[config.mk]
export PLATFORM = sky130hd
export DESIGN_NAME = flash_scan
export DESIGN_NICKNAME = d
export VERILOG_FILES = /design/src/rtl/flash_scan_pkg.sv /design/src/rtl/flash_scan_check.sv /design/src/rtl/flash_scan.sv
export SDC_FILE = /design/constraint.sdc
export NUM_CORES = 1
export LEC_CHECK = 0
export ABC_CLOCK_PERIOD_IN_PS = 3800
export CAP_MARGIN = 25
export CORE_MARGIN = 3
export CORE_UTILIZATION = 53
export DETAILED_ROUTE_END_ITERATION = 10
export PLACE_DENSITY = 0.81
export SLEW_MARGIN = 20
export SYNTH_ARGS = -nofsm -noshare
export SYNTH_HDL_FRONTEND = slang
export SYNTH_SLANG_ARGS = --single-unit
[constraint.sdc]
create_clock -name clk -period 3.8 [get_ports clk]
set_input_delay 0.76 -clock clk [delete_from_list [all_inputs] [get_ports clk]]
set_output_delay 0.76 -clock clk [all_outputs]
set_load 0.02 [all_outputs]
[src/rtl/flash_scan_pkg.sv]
// Shared types and default timing constants for the flash_scan sequencer.
package flash_scan_pkg;

  // Sequencer states; exported on the scan_state debug port.
  typedef enum logic [2:0] {
    S_IDLE  = 3'd0,
    S_ISSUE = 3'd1,
    S_WAIT  = 3'd2,
    S_CAPT  = 3'd3,
    S_GAP   = 3'd4
  } scan_state_t;

  // Default read latency of the flash controller and idle gap between reads.
  localparam int DEF_LAT = 64;
  localparam int DEF_GAP = 4;

endpackage

[src/rtl/flash_scan_check.sv]
// Pattern checker for flash_scan: compares each captured word with seed+idx,
// keeps a saturating mismatch count and the index of the first mismatch.
// Only instantiated when FLASH_SCAN_CHECK_EN is defined.
module flash_scan_check #(
  parameter int DATA_W = 16,
  parameter int CNT_W  = 16
) (
  input  logic              clk,
  input  logic              reset,
  input  logic              clear,
  input  logic              capt,
  input  logic              first,
  input  logic [CNT_W-1:0]  idx,
  input  logic [DATA_W-1:0] data,
  input  logic [DATA_W-1:0] seed,
  output logic [CNT_W-1:0]  err_cnt,
  output logic [CNT_W-1:0]  first_err
);

  logic mismatch;

  assign mismatch = (data != (seed + DATA_W'(idx)));

  // Error statistics restart on a new scan and on the first capture of each pass.
  always_ff @(posedge clk) begin
    if (reset || clear) begin
      err_cnt   <= '0;
      first_err <= '1;
    end else if (capt) begin
      if (first) begin
        err_cnt   <= mismatch ? CNT_W'(1) : '0;
        first_err <= mismatch ? idx : '1;
      end else if (mismatch) begin
        if (err_cnt != '1) err_cnt <= err_cnt + CNT_W'(1);
        if (err_cnt == '0) first_err <= idx;
      end
    end
  end

endmodule

[src/rtl/flash_scan.sv]
// flash_scan: issues a programmable burst of word reads to the flash read
// controller, spacing reads by a fixed latency, and reports each word with a
// running checksum. Optional pattern checking under FLASH_SCAN_CHECK_EN.
//
// Handshake: start is a one-cycle request accepted only while busy is low
// and abort is low; there is no backpressure on the output side, so
// word_valid and done are single-cycle strobes the consumer must take.
module flash_scan
  import flash_scan_pkg::*;
#(
  parameter int ADDR_W = 22,
  parameter int DATA_W = 16,
  parameter int CNT_W  = 16,
  parameter int LAT    = DEF_LAT,
  parameter int GAP    = DEF_GAP
) (
  input  logic              clk,
  input  logic              reset,
  input  logic              start,
  input  logic              abort,
  input  logic [ADDR_W-1:0] base,
  input  logic [7:0]        step,
  input  logic [CNT_W-1:0]  count,
  input  logic              loop,
`ifdef FLASH_SCAN_CHECK_EN
  input  logic [DATA_W-1:0] seed,
  output logic [CNT_W-1:0]  err_cnt,
  output logic [CNT_W-1:0]  first_err,
`endif
  output logic              busy,
  output logic              done,
  output logic              flash_cs,
  output logic [ADDR_W-1:0] flash_addr,
  input  logic [DATA_W-1:0] flash_dout,
  output logic [DATA_W-1:0] word,
  output logic              word_valid,
  output logic [CNT_W-1:0]  idx,
  output logic [DATA_W-1:0] sum,
  output scan_state_t       scan_state
);

  localparam int TMR_W = $clog2(LAT + GAP + 1) + 1;

  scan_state_t       state, next_state;
  logic [ADDR_W-1:0] base_r;
  logic [7:0]        step_r;
  logic [CNT_W-1:0]  count_r;
  logic              loop_r;
  logic [TMR_W-1:0]  tmr;
  logic              accept, last, capt_ok, wait_done, gap_done;

  // busy also covers the cycle after the final capture, so a start there is dropped.
  assign accept    = (state == S_IDLE) && start && !busy && !abort;
  assign last      = (idx == (count_r - CNT_W'(1)));
  assign capt_ok   = (state == S_CAPT) && !abort;
  assign wait_done = (tmr == TMR_W'(LAT - 2));
  assign gap_done  = (tmr == TMR_W'(GAP - 1));
  assign scan_state = state;

  // Next-state selection; abort overrides every transition.
  always_comb begin
    next_state = state;
    case (state)
      S_IDLE:  if (accept && (count != '0)) next_state = S_ISSUE;
      S_ISSUE: next_state = S_WAIT;
      S_WAIT:  if (wait_done) next_state = S_CAPT;
      S_CAPT: begin
        if (last && !loop_r) next_state = S_IDLE;
        else                 next_state = (GAP == 0) ? S_ISSUE : S_GAP;
      end
      S_GAP:   if (gap_done) next_state = S_ISSUE;
      default: next_state = S_IDLE;
    endcase
    if (abort) next_state = S_IDLE;
  end

  // Dwell timer for WAIT and GAP, restarted on every state change.
  always_ff @(posedge clk) begin
    if (reset || (next_state != state)) tmr <= '0;
    else                                tmr <= tmr + TMR_W'(1);
  end

  // State register, latched parameters and registered outputs.
  always_ff @(posedge clk) begin
    if (reset) begin
      state      <= S_IDLE;
      busy       <= 1'b0;
      done       <= 1'b0;
      flash_cs   <= 1'b0;
      word_valid <= 1'b0;
      flash_addr <= '0;
      word       <= '0;
      idx        <= '0;
      sum        <= '0;
      base_r     <= '0;
      step_r     <= '0;
      count_r    <= '0;
      loop_r     <= 1'b0;
    end else begin
      state      <= next_state;
      flash_cs   <= (next_state == S_ISSUE);
      busy       <= (next_state != S_IDLE) || capt_ok;
      word_valid <= capt_ok;
      done       <= (capt_ok && last) || (accept && (count == '0));
      if (accept) begin
        base_r  <= base;
        step_r  <= step;
        count_r <= count;
        loop_r  <= loop;
        idx     <= '0;
        if (count != '0) flash_addr <= base;
      end
      if (capt_ok) begin
        word <= flash_dout;
        sum  <= (idx == '0) ? flash_dout : sum + flash_dout;
        if (last) begin
          if (loop_r) begin
            idx        <= '0;
            flash_addr <= base_r;
          end
        end else begin
          idx        <= idx + CNT_W'(1);
          flash_addr <= flash_addr + ADDR_W'(step_r);
        end
      end
    end
  end

`ifdef FLASH_SCAN_CHECK_EN
  logic [DATA_W-1:0] seed_r;

  // Seed is captured with the other scan parameters.
  always_ff @(posedge clk) begin
    if (reset)       seed_r <= '0;
    else if (accept) seed_r <= seed;
  end

  flash_scan_check #(
    .DATA_W (DATA_W),
    .CNT_W  (CNT_W)
  ) u_check (
    .clk       (clk),
    .reset     (reset),
    .clear     (accept),
    .capt      (capt_ok),
    .first     (idx == '0),
    .idx       (idx),
    .data      (flash_dout),
    .seed      (seed_r),
    .err_cnt   (err_cnt),
    .first_err (first_err)
  );
`endif

endmodule

==> metrics.txt, run 1 <==
status=completed; combinational share of power=13.1%; Synth cell types=66; fin crit period=3240 ps; Horiz. Die Dim=125.8 µm; share of cells above drive strength 1=6.449%; largest net degree at the start of global routing=58; total CTS buffers=17; Largest stage delay, worst path=590 ps; fmax=308.6 MHz; initial antenna violation count=0; Int Pwr=2.505 mW; syn_nets=1072; post-synthesis adder-cell area fraction=5.130%; vias post-DR=7524; worst hold endpoint=word[3]$_SDFFE_PP0P_; max-cap violations=0; Synth warnings=0; Slew Limit Headroom=44.44%; CTS Root Buffer Type=clkbuf_16; Seq cells post-synth=132; RSZ-0062 raised after global routing=false; Initial Utilization=54.40%; final worst path period share=85.27%; GRT overflow=0; CTS Sinks=132; post-synthesis simple-gate area fraction=25.06%; GPL Wtd Cong=0.9067; critical path capture point type=flop; Synth Area in Compound Gates=20.47%; multiplexer share of the synthesized area=4.291%; r2r endpoint=flash_addr[9]$_SDFF_PP0_; largest family of logic cells by synthesized area=simple AND/OR/NAND/NOR gates; die span in y=125.8 µm; R2R depth=9; Synth area leader=dfxtp_1; top cells by area, synth=dfxtp_1 35%, nand2_1 8.7%, a21oi_1 7.8%; clock buffer depth=2; power per cell area=350.8 nW/µm²; first-pass GRT wire length=35.32 mm; crit-path leading delay family=simple AND/OR/NAND/NOR gates; EDFF count, synth=0; vias in the first global route=7310; Detailed Place HPWL=14.24 mm; switch share=25.81%; CTS Hold Bufs=0; Clock Pin Slew Worst Setup and Hold Paths=50 ps; Port Buf Inserts=143; Final Hold Violating Endpoints=0; Post-Synthesis Cells=975; Worst Tran Pin Value=830.9 ps; # IOs=144; core box area=13990 µm²; crit path DAT=3570 ps; Crit-path slowest cell=or4_4; largest fanout on the critical path=13; register-to-register setup slack=560 ps; First DRT Iteration DRCs=546; prevailing post-synth register cell=dfxtp_1; Area growth syn-to-layout=26.50%; Residual DRC=0; XOR/XNOR Fraction of Synth Area=5.755%; Final TNS setup=0 ps; Die ar.=15830 µm²; setup violators final=0; Worst EP required=4130 ps; Hold Path Origin=word[3]$_SDFFE_PP0P_; Final #Nets=1187; Wirelength per Cell=16.60 µm; gr usage total=26.77%; Synth top area share=34.73%; NetSw=0.8717 mW; Clk pwr share=43.3%; Slew Limit Fails=0; sequential power share=43.5%; TritonCTS clock tree=yes; Peak VDD IR=0.3744 mV; Crit path buffers/inverters=1; H-Tree Depth=4; post-CTS setup buffers=0; Hold Path Class=flop to flop; CP Cell Sequence=or4_4, nor4_1, a2111oi_0, nand3b_1, a21bo_2, or2_1, buf_4, a21oi_1, o32ai_1; Rows=43; Post-synth top cells=176 x nand2_1, 132 x dfxtp_1, 118 x a21oi_1; via/cell ratio=5.874; post-cts sizing count=0; Setup Skew=5.334 ps; reg2reg start=count_r[2]$_SDFFE_PP0P_; Startpoint Class=flop; top-count cell post-synth=nand2_1; Syn Area/Cell=7.805 µm²; worst-skew pair later-pin latency=420 ps; Detail Route Antenna Nets=0; CP Class=flop to flop; Pleak=3.501 nW; Total Wirelength=21.26 mm; Post-Syn Area=7610 µm²; Async SR Flop Fraction=0%; total power draw=3.377 mW; diode count=0; Hold Crit Depth=2; sequential element share of the synthesized area=34.73%; iteration count of the initial detailed-routing pass=5
==> registers in the layout, indices dropped and copies added, names as in the netlist <==
| signal | count |
|---|---|
| idx | 16 |
| sum | 16 |
| tmr | 8 |
| loop_r | 1 |
| flash_addr | 22 |
| word_valid | 1 |
| flash_cs | 1 |
| count_r | 16 |
| step_r | 8 |
| done | 1 |
| scan_state | 3 |
| base_r | 22 |
| busy | 1 |
| word | 16 |
==> layer usage <==
layer | vias up | global-route usage [%] | wire length [µm]
met1 | 3572 | 34.75 | 9571
met2 | 226 | 43.68 | 9973
met3 | 32 | 6.997 | 1360
met4 | 0 | 8.770 | 354
li1 | 3694 | - | -
met5 | - | 0 | 0
==> kinds of logic after synthesis <==
group                      Yosys count
xor gates and xnor gates            50
and+or+nand+nor                    399
buffers and inverters               82
adders and majority gates           30
AOI/OAI and AO/OA                  250
DFF                                132
muxes                               32
==> how the worst max path moves through the flow <==
stage,cells after the start,to,startpoint,slack (ps)
finish,9,flash_addr[9]$_SDFF_PP0_,count_r[2]$_SDFFE_PP0P_,560
global route,9,flash_addr[9]$_SDFF_PP0_,count_r[6]$_SDFFE_PP0P_,330
CTS,9,flash_addr[9]$_SDFF_PP0_,count_r[6]$_SDFFE_PP0P_,600
detailed placement,10,sum[15]$_SDFFE_PP0P_,flash_dout[1],530
global placement,12,sum[14]$_SDFFE_PP0P_,flash_dout[0],540
floorplan,11,idx[4]$_SDFF_PP0_,count_r[3]$_SDFFE_PP0P_,1080
==> final cells by class <==
cell class                      instances  area, µm²
Clock inverter                          6      30.03
Multi-Input combinational cell        761       4631
Clock buffer                           24      481.7
Inverter                               20      75.07
Tap cell                              180      225.2
Fill cell                            1153       4362
Timing Repair Buffer                  158       1541
Sequential cell                       132       2643
==> worst reg2reg max path: cells and delay by family (launching register included) <==
kind                   cells  cell delay (ps)
AO/OA/AOI/OAI              4              850
flip-flops                 1              380
AND/OR/NAND/NOR            4             1660
buffers and inverters      1              280
==> through the flow <==
step	cells	instance area, µm²	utilization (%)	hold WS, ps	worst slack, ps
floorplan	975	7610	-	431.2	1079
global placement	1251	9115	65.16	437.6	538.4
detailed placement	1251	9115	65.16	446.5	528.6
CTS	1281	9627	68.82	454.7	600.0
global route	1281	9627	68.82	470.0	333.3
finish	1281	9627	68.82	453.7	559.6
==> placed cells by master, fill, tap and decap left out, drive strengths merged, types with 6 or more instances in the layout <==
cell type / synthesis / layout
a211oi: 22 / 22
a21oi: 118 / 118
a31oi: 9 / 9
and2: 10 / 10
and3: 9 / 9
buf: 15 / 16
clkbuf: 47 / 24
clkdlybuf4s50: 0 / 142
clkinv: 1 / 7
dfxtp: 132 / 132
ha: 28 / 28
inv: 19 / 19
mux2i: 27 / 27
nand2: 176 / 176
nand2b: 15 / 15
nand3: 18 / 18
nand4: 7 / 7
nor2: 66 / 66
nor2b: 12 / 12
nor3: 30 / 30
nor4: 19 / 19
o211ai: 8 / 8
o21a: 6 / 6
o21ai: 35 / 35
o22ai: 13 / 13
or3: 8 / 8
or4: 6 / 6
xnor2: 33 / 33
xor2: 17 / 17
==> power by group through the flow <==
stage          logic (mW)  clock network, mW  registers (mW)
6_report            0.443               1.46            1.47
3_3_place_gp        0.430                  0            1.50
2_1_floorplan       0.258                  0            1.50
3_5_place_dp        0.436                  0            1.50
5_1_grt             0.486               1.53            1.48
4_1_cts             0.441               1.48            1.47
(Power assumes the default switching activity.)
==> run 2, diff against run 1 <==
- CORE_ASPECT_RATIO: default -> 0.5
==> run 2 against run 1 <==
First-iteration DRC count rose by 18%. Clock skew rose by 5.6 ps. Global-route usage rose by 0.40 points. Critical path depth fell by 1. Die area rose by 0.55%. Sequential power barely moved. Via count rose by 1.1%. Utilization rose by 1.9 points. Largest power group is now the clock network. Fmax fell by 7.6%. Worst hold slack got worse by 1.9 ps. Non-clock buffer count fell by 3. Combinational power barely moved.
==> metrics.txt, run 2 (same netlist as run 1, synthesis figures left out) <==
Startpoint Class=flop; fmax=285.3 MHz; placed inst area=9107 µm²; vias in the first global route=7256; Slew Limit Fails=0; total CTS buffers=17; gr usage total=27.17%; First DRT Iteration DRCs=644; post-CTS setup buffers=0; Worst Tran Pin Value=833.0 ps; first-pass GRT wire length=35.91 mm; CTS Hold Bufs=0; CTS Sinks=132; Die ar.=15920 µm²; Worst EP required=4110 ps; worst-skew pair later-pin latency=420 ps; largest fanout on the critical path=21; share of cells above drive strength 1=6.727%; most frequent cells in the layout=176 x nand2_1, 142 x clkdlybuf4s50_1, 132 x dfxtp_1; Wirelength per Cell=17.14 µm; largest net degree at the start of global routing=65; GPL Wtd Cong=0.8951; CP Class=flop to flop; Final #Nets=1184; Rows=30; critical path capture point type=flop; Horiz. Die Dim=175.5 µm; CTS Root Buffer Type=clkbuf_16; Largest stage delay, worst path=700 ps; fillers=1100; Crit-path slowest cell=or2_1; via/cell ratio=5.889; diode count=0; TritonCTS clock tree=yes; vias post-DR=7609; post-cts sizing count=0; power per cell area=379.8 nW/µm²; setup violators final=0; Clk pwr share=48.3%; max-cap violations=0; # IOs=144; Critical Path Most Common Cell=nor4_1; Detail Route Antenna Nets=0; iteration count of the initial detailed-routing pass=5; Int Pwr=2.759 mW; sequential power share=39.7%; Hold Path Class=flop to flop; Clock Pin Slew Worst Setup and Hold Paths=60 ps; final worst path period share=92.25%; NetSw=0.9429 mW; Peak VDD IR=0.3010 mV; Port Buf Inserts=143; clock buffer depth=2; GRT overflow=0; RSZ-0062 raised after global routing=false; H-Tree Depth=4; Pleak=3.540 nW; Detailed Place HPWL=14.75 mm; Slew Limit Headroom=44.46%; core box area=13780 µm²; CP Cell Sequence=or4_4, nor4_1, a2111oi_0, nand3b_1, a21bo_2, or2_1, nor4_1, a2111oi_2; commonest non-fill, non-tap cell in the layout=nand2_1; status=completed; Final TNS setup=0 ps; die span in y=90.73 µm; combinational share of power=12.0%; Final Hold Violating Endpoints=0; crit path DAT=3810 ps; Area growth syn-to-layout=28.07%; initial antenna violation count=0; Setup Skew=10.97 ps; Total Wirelength=22.15 mm; Initial Utilization=55.24%; switch share=25.47%; biggest regs=base_r (22), flash_addr (22); Residual DRC=0; design area=9746 µm²; fin crit period=3506 ps
-- run 2: cell type report --
type,instances,area [µm²],area share [%]
multi-input cells,761,4631,47.52
well taps,192,240.2,2.465
flip-flops and latches,132,2643,27.12
clock buffers,18,439.2,4.506
inverters,20,75.07,0.7703
clock inverters,14,198.9,2.041
repair buffers,155,1519,15.59
-- run 2: per-layer routing --
metal  GRT usage, %  up-vias  routed length (µm)
met2          45.30      318               10380
met4          8.887        0                 311
met5              0        -                   0
met1          34.63     3570                9576
li1               -     3688                   -
met3          6.717       33                1877
-- run 2: path summary, 6_finish.rpt --
| check | startpoint | endpoint | slack (ps) | depth (start not counted) |
|---|---|---|---|---|
| worst min-delay path | base_r[16]$_SDFFE_PP0P_ | base_r[16]$_SDFFE_PP0P_ | 450 | 2 |
| worst min register to register | base_r[16]$_SDFFE_PP0P_ | base_r[16]$_SDFFE_PP0P_ | 450 | 2 |
| worst max register to register | count_r[2]$_SDFFE_PP0P_ | flash_addr[17]$_SDFF_PP0_ | 290 | 8 |
| worst max-delay path | count_r[2]$_SDFFE_PP0P_ | flash_addr[17]$_SDFF_PP0_ | 290 | 8 |
-- run 2: power by group through the flow --
stage	Combinational [mW]	Clock [mW]	Sequential, mW
floorplan	0.258	0	1.50
global placement	0.427	0	1.50
detailed placement	0.435	0	1.50
CTS	0.441	1.80	1.47
global route	0.482	1.87	1.47
finish	0.444	1.79	1.47
-- run 2: worst max-delay path: cells and delay by family, from the launching register on --
family / cells / cell delay [ps]
compound gates: 3 / 930
simple gates: 5 / 2070
flops: 1 / 380
-- run 2: through the flow --
stage	setup WS, ps	hold slack [ps]	std cells	total power, mW	util [%]
floorplan	1079	431.2	975	1.760	-
global placement	475.3	439.0	1260	1.923	66.11
detailed placement	316.7	443.3	1260	1.933	66.11
CTS	375.7	451.4	1292	3.712	70.74
global route	161.3	476.6	1292	3.831	70.74
finish	294.5	451.8	1292	3.702	70.74
